## src/rtl/serial_receiver.sv

```systemverilog
// Serial frame receiver: rebuilds LSB-first words from a valid-qualified bit stream,
// flags underrun/overrun frames and drives two active-low hex digits from the last good word.
module serial_receiver #(
    parameter int WIDTH = 8
) (
    input  logic             clk,
    input  logic             rst,
    input  logic             serIn,
    input  logic             serInValid,
    output logic [WIDTH-1:0] dataOut,
    output logic             dataValid,
    output logic             frameErr,
    output logic             errSticky,
    output logic [3:0]       frameCnt,
    output logic [6:0]       seg0,
    output logic [6:0]       seg1
);
    localparam int CW = $clog2(WIDTH + 1);
    localparam logic [CW-1:0] CNT_FULL = CW'(WIDTH);

    localparam logic [1:0] ST_IDLE  = 2'd0;
    localparam logic [1:0] ST_SHIFT = 2'd1;
    localparam logic [1:0] ST_DRAIN = 2'd2;

    logic [1:0]       state_q, state_d;
    logic [WIDTH-1:0] shift_q, shift_d;
    logic [CW-1:0]    cnt_q, cnt_d;
    logic [WIDTH-1:0] data_q, data_d;
    logic             valid_q, valid_d;
    logic             err_q, err_d;
    logic             sticky_q, sticky_d;
    logic [3:0]       fcnt_q, fcnt_d;

    function automatic logic [6:0] hex7(input logic [3:0] v);
        case (v)
            4'h0: hex7 = 7'b1000000;
            4'h1: hex7 = 7'b1111001;
            4'h2: hex7 = 7'b0100100;
            4'h3: hex7 = 7'b0110000;
            4'h4: hex7 = 7'b0011001;
            4'h5: hex7 = 7'b0010010;
            4'h6: hex7 = 7'b0000010;
            4'h7: hex7 = 7'b1111000;
            4'h8: hex7 = 7'b0000000;
            4'h9: hex7 = 7'b0010000;
            4'hA: hex7 = 7'b0001000;
            4'hB: hex7 = 7'b0000011;
            4'hC: hex7 = 7'b1000110;
            4'hD: hex7 = 7'b0100001;
            4'hE: hex7 = 7'b0000110;
            default: hex7 = 7'b0001110;
        endcase
    endfunction

    always_comb begin
        state_d  = state_q;
        shift_d  = shift_q;
        cnt_d    = cnt_q;
        data_d   = data_q;
        valid_d  = 1'b0;
        err_d    = 1'b0;
        sticky_d = sticky_q;
        fcnt_d   = fcnt_q;
        case (state_q)
            ST_IDLE: begin
                // Stale shift contents need no clearing: a full frame pushes all of them out.
                if (serInValid) begin
                    shift_d = {serIn, shift_q[WIDTH-1:1]};
                    cnt_d   = CW'(1);
                    state_d = ST_SHIFT;
                end
            end
            ST_SHIFT: begin
                if (serInValid) begin
                    if (cnt_q < CNT_FULL) begin
                        shift_d = {serIn, shift_q[WIDTH-1:1]};
                        cnt_d   = cnt_q + CW'(1);
                    end else begin
                        err_d    = 1'b1;
                        sticky_d = 1'b1;
                        cnt_d    = '0;
                        state_d  = ST_DRAIN;
                    end
                end else begin
                    if (cnt_q == CNT_FULL) begin
                        data_d   = shift_q;
                        valid_d  = 1'b1;
                        fcnt_d   = fcnt_q + 4'd1;
                        sticky_d = 1'b0;
                    end else begin
                        err_d    = 1'b1;
                        sticky_d = 1'b1;
                    end
                    cnt_d   = '0;
                    state_d = ST_IDLE;
                end
            end
            ST_DRAIN: begin
                if (!serInValid) begin
                    state_d = ST_IDLE;
                end
            end
            default: begin
                state_d = ST_IDLE;
                cnt_d   = '0;
            end
        endcase
    end

    always_ff @(posedge clk or negedge rst) begin
        if (!rst) begin
            state_q  <= ST_IDLE;
            shift_q  <= '0;
            cnt_q    <= '0;
            data_q   <= '0;
            valid_q  <= 1'b0;
            err_q    <= 1'b0;
            sticky_q <= 1'b0;
            fcnt_q   <= 4'd0;
        end else begin
            state_q  <= state_d;
            shift_q  <= shift_d;
            cnt_q    <= cnt_d;
            data_q   <= data_d;
            valid_q  <= valid_d;
            err_q    <= err_d;
            sticky_q <= sticky_d;
            fcnt_q   <= fcnt_d;
        end
    end

    assign dataOut   = data_q;
    assign dataValid = valid_q;
    assign frameErr  = err_q;
    assign errSticky = sticky_q;
    assign frameCnt  = fcnt_q;
    assign seg0      = hex7(data_q[3:0]);
    assign seg1      = hex7(data_q[7:4]);

endmodule
```

## config.mk

```make
export PLATFORM = sky130hd
export DESIGN_NAME = serial_receiver
export DESIGN_NICKNAME = d
export VERILOG_FILES = /design/src/rtl/serial_receiver.sv
export SDC_FILE = /design/constraint.sdc
export NUM_CORES = 1
export LEC_CHECK = 0
export CORE_UTILIZATION = 55
export CTS_CLUSTER_DIAMETER = 60
export DETAILED_ROUTE_END_ITERATION = 8
export PLACE_DENSITY = 0.82
export SETUP_SLACK_MARGIN = 0.3
export SLEW_MARGIN = 15
export SYNTH_ARGS = -nofsm -noshare
export SYNTH_HDL_FRONTEND = slang
export SYNTH_SLANG_ARGS = --single-unit
export TNS_END_PERCENT = 100
```

## constraint.sdc

```tcl
create_clock -name clk -period 2.7 [get_ports clk]
set_input_delay 0.54 -clock clk [delete_from_list [all_inputs] [get_ports clk]]
set_output_delay 0.54 -clock clk [all_outputs]
set_load 0.05 [all_outputs]
```

==> out/metrics.csv <==
metric;value;unit
ys_types;32;
drt_iter0_drc;60;
die_h;58.1;µm
diodes;0;
ioPinCount;33;
grt_max_degree;30;
worstSkewPairLatency;330;ps
placed_cell_area;2100;µm²
maxCapViolCount;0;
dr.pass1.iters;6;
h-tree-depth;2;
worstMarginPinSlew;515;ps
avgSynthCellArea;12.2;µm²
critPathLaunchType;flop;
rsz0062_at_grt;true;
finalPower;0.000874;W
skew;14.6;ps
netlist_instances;142;
p_per_area;382;nW/µm²
drc;5;
route.met3.wl;145;µm
dieArea;3370;µm²
ant_nets;0;
critPathCaptureType;output pin;
vias_per_cell;5.30;
layout_min_cycle_time;2370;ps
ys_ff_latch;29;
drive_gt1_share;41.9;%
violations;DRC;
initial_utilization;60.1;%
crit_slowest_cell;or3b_2;
root_buffer;clkbuf_4;
layout_common_cells;dfrtp_1 (25), buf_4 (22), clkdlybuf4s50_1 (15), mux2_2 (14), ha_1 (11);
path_cells;buf_4 -> ha_4 -> nor2b_1 -> or3b_2 -> o21ai_2 -> buf_12;
dr_wl_met2;1710;µm
status;finished, violations left;
yosys_warnings;0;
grt_pass1_wl;5780;µm
fmax;421;MHz
core_region_area;2880;µm²
clkSinkCount;29;
setup_viol;0;
slowest_delay;470;ps
die_width;58.1;µm
fin_nets;209;
cp_data_arrival_time;1830;ps
ir_drop;0.373;mV
stdcell_count;233;
wl;3430;µm
grt_use_total;23.0;%
cts_buffers;5;
power.leakage;1.10;nW
syn_nets;161;
cp_data_required_time;2160;ps
cts_max_path_buffers;2;
cts_tree;done;
hold_class;flop to flop;
row_count;19;
tns;0;ps
io_buffers;32;
synth.cell_area;1730;µm²
wl_per_cell;14.7;µm
path_class;flop to output pin;
top_layer;met4;
yosysSeqAreaShare;42.0;%
path_buf_inv;2;
fillers;185;
hold_violations;0;
hpwl;2270;µm
grt_pass1_vias;1238;
period_share;88.0;%
clkTransAtPathRegs;100;ps
place.gp.congestion;0.814;
cp_top_family;simple AND/OR/NAND/NOR gates;
final_util;79.6;%
cts_hold_buf;0;
vias;1236;
maxSlewHeadroom;65.6;%
design_area;2290;µm²
crit_fanout;5;
slew_violations;0;
met1_length;1520;µm
post-place-cells;215;
overflow;0;
layout-area-overhead-vs-synth;32.5;%
antenna_found_initial;0;
final_common_cell;dfrtp_1;
-- cells by family (layout without fill, tap and decap cells) --
logic type	after synthesis	after routing	synth area share, %
flops	29	29	42.0
buf+inv	15	64	5.07
compound gates	20	20	8.62
mux	29	29	21.3
xor+xnor	4	4	2.03
fa+ha+maj	15	15	10.9
simple gates	30	30	10.1
-- area by class of cell --
cell class / instances / area [µm²] / area share, %
clock buffer: 6 / 41.3 / 1.80
clock inverter: 2 / 10.0 / 0.437
inverter: 10 / 42.5 / 1.86
multi-input combinational: 98 / 983 / 43.0
sequential: 29 / 731 / 31.9
tap: 42 / 52.6 / 2.30
timing repair buffer: 46 / 429 / 18.7
-- state kept, by name (all words and copies together), names as in the netlist --
signal     cells
cnt_q          4
dataOut        8
dataValid      1
errSticky      1
frameCnt       4
frameErr       1
shift_q        8
state_q        2
-- routing by layer --
layer	vias up	track usage, %
met4	0	7.82
met5	-	0
met2	33	37.4
met3	8	7.37
li1	598	-
met1	597	29.1
-- synthesized netlist by cell type --
master     instances  area [µm²]
dfrtp_1           29         726
ha_1              15         188
mux2_2            14         158
inv_1             10        37.5
mux2_4             7         105
nor2_1             7        26.3
mux2i_1            6        60.1
nand2_1            6        22.5
o21ai_0            5        25.0
a22o_1             4        35.0
a32o_1             4        40.0
nand3_1            3        15.0
nor2b_1            3        18.8
a21oi_1            2        10.0
and2b_1            2        15.0
buf_6              2        22.5
clkbuf_1           2        7.51
mux4_2             2        45.0
o21a_1             2        15.0
o31ai_1            2        15.0
or3b_2             2        17.5
xnor2_1            2        17.5
xor2_1             2        17.5
and2_4             1        8.76
and3_1             1        6.26
and3b_4            1        12.5
buf_12             1        20.0
nand2_2            1        6.26
nand2b_1           1        6.26
nand3b_1           1        7.51
nor3b_2            1        12.5
o2bb2ai_1          1        8.76
-- repair_timing --
action | 4_1_cts | 5_1_grt
setup endpoints to repair | 8 | 9
setup buffers | 5 | 5
resized for setup | 17 | 16
hold endpoints to repair | 0 | 0
-- where the power goes --
group	total, W	internal [W]	switching [W]
Clock	0.000245	0.0000989	0.000146
Sequential	0.000506	0.000474	0.0000319
Combinational	0.000123	0.0000616	0.0000613
-- per-stage QoR --
stage	hold slack [ps]	setup WS, ps
2_1_floorplan	244	225
3_3_place_gp	461	261
3_5_place_dp	483	164
4_1_cts	499	305
5_1_grt	504	243
6_report	496	325
-- path summary, 6_finish.rpt --
| path | to | slack (ps) | start | cells past startpoint |
|---|---|---|---|---|
| min reg2reg | frameCnt[3]$_DFFE_PN0P_ | 500 | frameCnt[3]$_DFFE_PN0P_ | 1 |
| max reg2reg | dataOut[6]$_DFFE_PN0P_ | 980 | cnt_q[0]$_DFFE_PN0P_ | 5 |
| min in group asynchronous | dataOut[7]$_DFFE_PN0P_ | 570 | rst | 2 |
| max | seg1[0] | 330 | dataOut[4]$_DFFE_PN0P_ | 6 |
| max in group asynchronous | dataOut[1]$_DFFE_PN0P_ | 1840 | rst | 2 |
| min | frameCnt[3]$_DFFE_PN0P_ | 500 | frameCnt[3]$_DFFE_PN0P_ | 1 |
Note: power is estimated with default switching activity, not from simulation.
